`src/rtl/alu_pkg.sv`:
```
// Shared types for the ALU issue path: register selects, opcodes and the decoded-instruction record.
// The optional macro ALU_ISSUE_BYPASS_EN is consumed by alu_scoreboard and alu_issue_stage.
package alu_pkg;

  localparam int NUM_REGS = 16;

  typedef logic [3:0] regsel_t;

  typedef enum logic [2:0] {
    OP_ADD = 3'd0,
    OP_SUB = 3'd1,
    OP_AND = 3'd2,
    OP_OR  = 3'd3,
    OP_XOR = 3'd4,
    OP_SHL = 3'd5,
    OP_SHR = 3'd6,
    OP_MOV = 3'd7
  } alu_op_t;

  typedef struct packed {
    alu_op_t     op;
    logic [1:0]  perci;
    logic        form;
    logic        const_c;
    logic [15:0] constant;
    regsel_t     a_sel;
    regsel_t     b_sel;
    regsel_t     c_sel;
    regsel_t     d_sel;
    regsel_t     y1_sel;
    regsel_t     y2_sel;
    logic [1:0]  write;
  } dec_instr_t;

  // r0 is hardwired, so it never appears in any pending/query mask.
  function automatic logic [NUM_REGS-1:0] sel_onehot(input regsel_t sel, input logic en);
    sel_onehot = '0;
    if (en && (sel != '0)) sel_onehot[sel] = 1'b1;
  endfunction

endpackage

```
`src/rtl/alu_scoreboard.sv`:
```
// Pending-destination bitmap: set on issue, clear on writeback (set wins), hazard = any queried bit pending.
// With ALU_ISSUE_BYPASS_EN, a same-cycle writeback masks its bit out of the hazard query.
module alu_scoreboard
  import alu_pkg::*;
(
  input  logic                clk,
  input  logic                rst_n,
  input  logic [NUM_REGS-1:0] set_mask_i,
  input  logic [NUM_REGS-1:0] clr_mask_i,
  input  logic [NUM_REGS-1:0] query_mask_i,
  output logic                hazard_o
);

  logic [NUM_REGS-1:0] pending_q, pending_d, pending_eff;

  always_comb begin
    pending_d    = (pending_q & ~clr_mask_i) | set_mask_i;
    pending_d[0] = 1'b0;
  end

  always_ff @(posedge clk) begin
    if (!rst_n) pending_q <= '0;
    else        pending_q <= pending_d;
  end

`ifdef ALU_ISSUE_BYPASS_EN
  assign pending_eff = pending_q & ~clr_mask_i;
`else
  assign pending_eff = pending_q;
`endif

  assign hazard_o = |(pending_eff & query_mask_i);

endmodule

```
`src/rtl/alu_issue_stage.sv`:
```
// Operand fetch/issue: one-entry holding register, 16-entry register file, scoreboard stall on RAW/WAW.
// Optional same-cycle writeback forwarding under ALU_ISSUE_BYPASS_EN.
module alu_issue_stage
  import alu_pkg::*;
#(
  parameter int DATA_W = 32
) (
  input  logic              clk,
  input  logic              rst_n,
  input  logic              in_valid,
  output logic              in_ready,
  input  logic              dec_invalid,
  input  logic [2:0]        alu_op,
  input  logic [1:0]        alu_vec_perci,
  input  logic              alu_form,
  input  logic              const_c,
  input  logic [15:0]       constant,
  input  logic [3:0]        a_sel,
  input  logic [3:0]        b_sel,
  input  logic [3:0]        c_sel,
  input  logic [3:0]        d_sel,
  input  logic [3:0]        y1_sel,
  input  logic [3:0]        y2_sel,
  input  logic [1:0]        alu_write,
  output logic              iss_valid,
  input  logic              iss_ready,
  output logic [2:0]        iss_op,
  output logic [1:0]        iss_perci,
  output logic              iss_form,
  output logic [DATA_W-1:0] iss_a,
  output logic [DATA_W-1:0] iss_b,
  output logic [DATA_W-1:0] iss_c,
  output logic [DATA_W-1:0] iss_d,
  output logic [3:0]        iss_y1_sel,
  output logic [3:0]        iss_y2_sel,
  output logic [1:0]        iss_write,
  input  logic              wb0_en,
  input  logic [3:0]        wb0_sel,
  input  logic [DATA_W-1:0] wb0_data,
  input  logic              wb1_en,
  input  logic [3:0]        wb1_sel,
  input  logic [DATA_W-1:0] wb1_data,
  output logic              illegal
);

  typedef enum logic {S_EMPTY, S_HELD} state_t;

  state_t              state_q, state_d;
  dec_instr_t          hold_q, hold_d, dec;
  logic                illegal_q, illegal_d;
  logic [DATA_W-1:0]   rf_q [NUM_REGS];
  logic                accept, issue, hazard;
  logic [NUM_REGS-1:0] set_mask, clr_mask, query_mask;

  assign dec = '{op: alu_op_t'(alu_op), perci: alu_vec_perci, form: alu_form,
                 const_c: const_c, constant: constant,
                 a_sel: a_sel, b_sel: b_sel, c_sel: c_sel, d_sel: d_sel,
                 y1_sel: y1_sel, y2_sel: y2_sel, write: alu_write};

  assign iss_valid = (state_q == S_HELD) && !hazard;
  assign issue     = iss_valid && iss_ready;
  assign in_ready  = (state_q == S_EMPTY) || issue;
  assign accept    = in_valid && in_ready && !dec_invalid;

  always_comb begin
    state_d   = state_q;
    hold_d    = hold_q;
    illegal_d = in_valid && in_ready && dec_invalid;
    unique case (state_q)
      S_EMPTY: if (accept) state_d = S_HELD;
      S_HELD:  if (issue && !accept) state_d = S_EMPTY;
      default: state_d = S_EMPTY;
    endcase
    if (accept) hold_d = dec;
  end

  always_ff @(posedge clk) begin
    if (!rst_n) begin
      state_q   <= S_EMPTY;
      hold_q    <= '0;
      illegal_q <= 1'b0;
    end else begin
      state_q   <= state_d;
      hold_q    <= hold_d;
      illegal_q <= illegal_d;
    end
  end

  // Port 1 is written last so it wins a same-register collision.
  always_ff @(posedge clk) begin
    if (!rst_n) begin
      rf_q <= '{default: '0};
    end else begin
      if (wb0_en && (wb0_sel != '0)) rf_q[wb0_sel] <= wb0_data;
      if (wb1_en && (wb1_sel != '0)) rf_q[wb1_sel] <= wb1_data;
    end
  end

  function automatic logic [DATA_W-1:0] rd_reg(input regsel_t sel);
    rd_reg = rf_q[sel];
`ifdef ALU_ISSUE_BYPASS_EN
    if (wb0_en && (wb0_sel == sel) && (sel != '0)) rd_reg = wb0_data;
    if (wb1_en && (wb1_sel == sel) && (sel != '0)) rd_reg = wb1_data;
`endif
  endfunction

  always_comb begin
    iss_a = rd_reg(hold_q.a_sel);
    iss_b = rd_reg(hold_q.b_sel);
    iss_d = rd_reg(hold_q.d_sel);
    iss_c = hold_q.const_c ? {{(DATA_W-16){1'b0}}, hold_q.constant} : rd_reg(hold_q.c_sel);
  end

  assign iss_op     = hold_q.op;
  assign iss_perci  = hold_q.perci;
  assign iss_form   = hold_q.form;
  assign iss_y1_sel = hold_q.y1_sel;
  assign iss_y2_sel = hold_q.y2_sel;
  assign iss_write  = hold_q.write;
  assign illegal    = illegal_q;

  assign set_mask   = issue ? (sel_onehot(hold_q.y1_sel, hold_q.write[0]) |
                               sel_onehot(hold_q.y2_sel, hold_q.write[1])) : '0;
  assign clr_mask   = sel_onehot(wb0_sel, wb0_en) | sel_onehot(wb1_sel, wb1_en);
  assign query_mask = sel_onehot(hold_q.a_sel, 1'b1) | sel_onehot(hold_q.b_sel, 1'b1) |
                      sel_onehot(hold_q.d_sel, 1'b1) | sel_onehot(hold_q.c_sel, !hold_q.const_c) |
                      sel_onehot(hold_q.y1_sel, hold_q.write[0]) |
                      sel_onehot(hold_q.y2_sel, hold_q.write[1]);

  alu_scoreboard u_scoreboard (
    .clk          (clk),
    .rst_n        (rst_n),
    .set_mask_i   (set_mask),
    .clr_mask_i   (clr_mask),
    .query_mask_i (query_mask),
    .hazard_o     (hazard)
  );

endmodule

```
`config.mk`:
```
export PLATFORM = sky130hd
export DESIGN_NAME = alu_issue_stage
export DESIGN_NICKNAME = d
export VERILOG_FILES = /design/src/rtl/alu_pkg.sv /design/src/rtl/alu_scoreboard.sv /design/src/rtl/alu_issue_stage.sv
export SDC_FILE = /design/constraint.sdc
export NUM_CORES = 2
export LEC_CHECK = 0
export BUFFER_PORTS_ARGS = -buffer_cell sky130_fd_sc_hd__buf_4
export CAP_MARGIN = 20
export CORE_MARGIN = 3
export CORE_UTILIZATION = 44
export CTS_BUF_LIST = sky130_fd_sc_hd__clkbuf_8
export CTS_CLUSTER_SIZE = 25
export DETAILED_ROUTE_END_ITERATION = 7
export GPL_TIMING_DRIVEN = 1
export MAX_ROUTING_LAYER = met4
export PLACE_DENSITY_LB_ADDON = 0.2
export SETUP_SLACK_MARGIN = 0.02
export SLEW_MARGIN = 30
export SYNTH_ARGS = -nofsm -noshare
export SYNTH_HDL_FRONTEND = slang
export SYNTH_SLANG_ARGS = --single-unit
```
`constraint.sdc`:
```
create_clock -name clk -period 3.5 [get_ports clk]
set_input_delay 0.7 -clock clk [delete_from_list [all_inputs] [get_ports clk]]
set_output_delay 0.7 -clock clk [all_outputs]
set_load 0.05 [all_outputs]
```
-- Word-level counts from Yosys, hierarchy flattened
Cells that the tools add are included.
- output and inout bits: 147
- word-level logic and storage cells: 159
- flip-flop bits (word level): 579
- bitwise gates (word level): 18
- mux-type cells: 50
- $lt $le $gt $ge: 24
- reduce and logical (&&, ||, !) cells: 35
- operators with widths (operator ; number):
    $mux W512 ; 3
    $bwmux W512 ; 2
    $bmux W32 S4 ; 4
    $mux W32 ; 11
    $demux W32 S4 ; 2
    $mux W16 ; 9
    $or A16 B16 Y16 ; 8
    $lt A4 B5 Y1 const B ; 8
    $and A16 B16 Y16 ; 2
    $demux W1 S4 ; 8
    $ge A4 B1 Y1 const B ; 8
    $reduce_bool A4 Y1 ; 8
    $ge A5 B5 Y1 const B ; 6
    $not A4 Y5 ; 6
    $logic_and A1 B1 Y1 ; 21
    $not A16 Y16 ; 1
    $reduce_or A16 Y1 ; 1
    $lt A5 B1 Y1 const B ; 2
    $mux W1 ; 10
    $logic_not A1 Y1 ; 4
    $pmux W1 S2 ; 1
    $logic_or A1 B1 Y1 ; 1
    $not A1 Y1 ; 1

-- Logic depth before layout (Yosys ltp)
- depth after elaboration: 22
- mapped depth: 12
- gate-level depth less buffers: 7

-- Modules after synthesis
From an unflattened synthesis, not the netlist that was laid out.
- cells, all modules: 4021
- area total of the unflattened synthesis: 41273.3 µm²
- modules (own cells, without submodules) (module ; area an instance (µm²) ; cells an instance ; instances):
    alu_issue_stage ; 40691.5 ; 3966 ; 1
    alu_scoreboard ; 581.8 ; 55 ; 1

-- Worst setup path before layout
Ideal clock, no wire load.
- path kind: flip-flop to output port
- start point: register hold_q[17] (netlist name)
- end point: output port iss_valid
- arrival: 2.774 ns
- data required time: 2.800 ns
- stages on the path, launching flop included: 7
- path slack: 0.026 ns
- cell sequence: dfxtp_1 -> buf_6 -> or3b_1 -> nor3_1 -> o41ai_1 -> nand4_1 -> nor4_1
- longest elaborated chain between the ends: 12
- elaborated cells on any way between the ends: 15
- those cells by class: order compare (2); mux (3); bitwise (4); reduce/logical (6)
- RTL lines (what ; RTL line ; source):
    from (decl) ; alu_issue_stage.sv:49 ; dec_instr_t hold_q, hold_d, dec;
    from (signal assigned) ; alu_issue_stage.sv:84 ; hold_q <= hold_d;
    $lt A4 B5 Y1 (implied by the code) / $ge A4 B1 Y1 (equally long branches) ; alu_pkg.sv:38 ; if (en && (sel != '0)) sel_onehot[sel] = 1'b1;
    $logic_and A1 B1 Y1 (implied by the code) ; alu_pkg.sv:38 ;
    $mux W1 (implied by the code) ; alu_pkg.sv:38 ;
    $demux W1 S4 ; alu_pkg.sv:38 ;
    $mux W16 * ; alu_pkg.sv:38 ;
    $or A16 B16 Y16 * (2 in a row) ; alu_issue_stage.sv:126 ; sel_onehot(hold_q.d_sel, 1'b1) | sel_onehot(hold_q.c_sel, !hold_q.const_c) |
    $or A16 B16 Y16 * ; alu_issue_stage.sv:127 ; sel_onehot(hold_q.y1_sel, hold_q.write[0]) |
    $and A16 B16 Y16 * ; alu_scoreboard.sv:32 ; assign hazard_o = |(pending_eff & query_mask_i);
    $reduce_or A16 Y1 * ; alu_scoreboard.sv:32 ;
    $logic_not A1 Y1 * ; alu_issue_stage.sv:60 ; assign iss_valid = (state_q == S_HELD) && !hazard;
    $logic_and A1 B1 Y1 * ; alu_issue_stage.sv:60 ;
    to (decl) ; alu_issue_stage.sv:25 ; output logic iss_valid,
Every way passes the cells marked *; elsewhere a longest branch is shown, timed or not.

-- Final worst setup path
- start point: register hold_q[14] (netlist name)
- end point: output port iss_c[12]
- longest elaborated chain between the ends: 5
- RTL lines (what ; RTL line ; source):
    $not A4 Y5 (implied by the code) ; alu_issue_stage.sv:100 ; rd_reg = rf_q[sel];
    $bmux W32 S4 ; alu_issue_stage.sv:100 ;
    $mux W32 (implied by the code) (2 in a row) ; alu_issue_stage.sv:100 ;
    $mux W32 ; alu_issue_stage.sv:111 ; iss_c = hold_q.const_c ? {{(DATA_W-16){1'b0}}, hold_q.constant} : rd_reg(hold_q.c_sel);
    to (decl) ; alu_issue_stage.sv:32 ; output logic [DATA_W-1:0] iss_c,
No other way between the ends. The select of a mux whose other input is x is not followed.

==> summary.txt <==
Die
  – Die W: 315 um
  – Die ar.: 0.0994 mm^2
  – Rows: 112
  – IO Pins: 275
  – Initial Util: 44.8%
  – Die height: between 300 and 400 um
  – Core Area: 0.0940 mm^2

Yosys
  – Synth top area share: about 34%
  – Syn_nets: between 3k and 4k
  – Synth top cells by count: mux4_2, nand2_1, dfxtp_1
  – Most frequent cell after synthesis: mux4_2
  – Mapped Cells: about 3.6k
  – Syn_area_per_cell: 11.5 um^2
  – Top_reg_cell synth: dfxtp_1
  – Top post-synthesis cells by area: mux4_2, dfxtp_1, o211a_1
  – Post-synthesis instance area: 0.0421 mm^2
  – Synth cell types: between 40 and 50
  – FF+latch count, synth: 578
  – Top cell type by total area after synthesis: mux4_2
  – Synth warn: 0
  – Async S/R FF share, synth: 0%
  – EDFF count, synth: 0
  – Sequential area share after synthesis: between 20% and 30%

Clock tree
  – Clock Latency Late Sink: approximately 760 ps
  – Hold buffers post-CTS: 0
  – H-tree depth: 3
  – CTS tree: yes
  – TritonCTS buffer count: 106
  – Clock-pin slew on the worst setup and hold paths: approximately 60 ps
  – Root Buffer Master: clkbuf_8
  – Max clock buf depth: 3
  – Clock tree sinks: slightly below 600

Worst setup path
  – Crit path largest cell delay: 590 ps
  – Worst EP required: around 2800 ps
  – Critical Path End Type: output port
  – Reg2reg path depth: 12
  – Flop2flop setup slack: 540 ps
  – Worst path cell trace: buf_12 -> buf_16 -> mux4_2 -> mux4_2 -> mux2_4 -> buf_6
  – CP Class: flop to output port
  – CP most frequent cell: mux4_2
  – Capturing point of the worst reg2reg path: hold_q[18]
  – Crit-path max FO: 5
  – Slowest CP cell: mux4_2
  – Reg2reg start: hold_q[14]
  – CP arrival: roughly 3100 ps
  – CP startpoint kind: flop

STA
  – Max-slew violations: 0
  – Final Setup Violations: roughly 100
  – Actual slew at the worst max-slew pin: 1060 ps
  – Tcrit/Tclk final: 108%
  – RSZ-0062 raised after global routing: true
  – Crit path time final: about 3800 ps
  – Worst setup margin: -288 ps
  – Achievable frequency: approximately 0.26 GHz
  – Hold WS: 196 ps
  – Skew final: between 15 and 20 ps
  – Slew margin rel.: 29.3%
  – Fin. Hold Viols: 0

Route
  – DR vias: 36.2k
  – Wire length per cell: 33.3 um
  – DR iter-0 viols: 5193
  – Drt first pass iters: 6
  – Vias/cell: 7.02
  – # DRC: 0
  – Detail Route Antenna Nets: 0
  – WL final: 172 mm

Hold path
  – Hold Startpoint: d_sel[1]
  – Hold-critical path depth: 3
  – Hold Path Class: input pin to flop
  – Worst Hold Path EP: hold_q[11]

Pwr
  – Int Power: approximately 12 mW
  – Clock power share: 39.8%
  – Logic pwr share: 19.0%
  – Sw Share: around 30%
  – Maximum vdd drop: 0.000265 V
  – Psw: about 5.2 mW
  – Total power draw: 17.2 mW
  – Pleak: ~24 nW
  – Sequential power share: slightly above 40%
  – PD cells: 333 mW/mm^2

Cells and area
  – Synthesis-to-layout area growth: 22.7%
  – Share of cells above drive strength 1: 36.7%
  – Post-layout util: between 50% and 60%
  – Non-Filler Cell Area, Final: around 0.052 mm^2
  – Fin nets: 3934

Status
  – Violated checks: negative setup slack
  – Status: finished with violations

GRT
  – Grt total ovfl: 0
  – Vias in the first global route: around 35k
  – First-pass GRT wire length: approximately 250 mm
  – Initial antenna violation count: 13
  – Tot GR Track Use: about a third
  – Largest net degree at the start of global routing: 81

Placed design
  – Final GP Congestion: 0.923
  – Detailed Place HPWL: 93.9 mm
  – Port bufs: 274
  – Placement Cell Area: ~0.046 mm^2

Job
  – Maxcap violations: 0
kinds of logic (layout without fill, tap and decap cells):
family	count (synthesis)	after routing	share of synthesized area [%]
mux	1121	1121	45.7
simple gates	922	922	9.60
flops	578	578	27.5
compound gates	543	543	12.5
buf+inv	483	721	4.64
other cells	0	14	0
what timing repair did:
| item | CTS | global route |
|---|---|---|
| setup buffers | 73 | 19 |
| endpoints found under the setup margin | 130 | 115 |
| pin swaps | 15 | 2 |
| hold endpoints to repair | 0 | 0 |
| gates resized for setup | 316 | 61 |
| cloned | 54 | 9 |
metrics by stage:
stage / setup TNS [ps] / cells / worst slack, ps
2_1_floorplan: 0 / 3647 / 26.0
3_3_place_gp: 0 / 4813 / 366
3_5_place_dp: 0 / 4813 / 339
4_1_cts: -16810 / 5127 / -338
5_1_grt: -16810 / 5152 / -331
6_report: -11450 / 5153 / -288
power groups by stage:
stage | clock (mW) | sequential [mW] | combinational (mW)
after floorplan | 0 | 7.09 | 1.88
after global placement | 0 | 7.24 | 2.65
after detailed placement | 0 | 7.25 | 2.68
after CTS | 6.91 | 7.07 | 3.20
after global routing | 7.18 | 7.11 | 3.41
final | 6.84 | 7.09 | 3.27
worst max path at each step:
stage / start / end / cells after the start
floorplan: hold_q[17] / iss_valid / 6
global placement: hold_q[14] / iss_c[12] / 5
detailed placement: hold_q[14] / iss_c[12] / 5
CTS: hold_q[14] / iss_c[10] / 7
global route: hold_q[14] / iss_c[12] / 6
finish: hold_q[14] / iss_c[12] / 6
flip-flops by register name, indices dropped and copies added (netlist names):
name	cells
rf_q	512
hold_q	33
u_scoreboard.pending_eff	15
iss_y1_sel	4
iss_y2_sel	4
iss_op	3
iss_perci	2
iss_write	2
illegal	1
iss_form	1
state_q	1
layer usage:
| layer | track usage [%] | up-vias | part of all wire, % |
|---|---|---|---|
| met3 | 9.41 | 508 | 13 |
| met4 | 15.6 | 0 | 4.9 |
| met5 | - | - | 0 |
| met1 | 46.1 | 18300 | 38 |
| li1 | - | 14700 | - |
| met2 | 50.1 | 2656 | 44 |
critical path, delay by kind of cell, from the launching register on:
kind | cells | cell delay (ps)
buffers and inverters | 3 | 470
flip-flops | 1 | 420
multiplexers | 3 | 1420
layout make-up:
cell class | instances | area, um^2
Inverter | 4 | 15.0
Multi-Input combinational cell | 2586 | 29000
Timing Repair Buffer | 530 | 7190
Antenna cell | 14 | 35.0
Sequential cell | 578 | 11600
Tap cell | 1254 | 1570
Clock buffer | 141 | 1940
Fill cell | 7866 | 42400
Clock inverter | 46 | 240
layout by cell type, fill, tap and decap left out, drive strengths merged, types with 32 or more instances in the layout:
| cell | count |
|---|---|
| mux2i | 465 |
| inv | 36 |
| and2 | 32 |
| nand3 | 116 |
| nor2b | 34 |
| dfxtp | 578 |
| nor2 | 36 |
| nand2 | 632 |
| o211a | 480 |
| mux4 | 640 |
| clkbuf | 149 |
| buf | 520 |
Power figures use the tool's default switching activity.
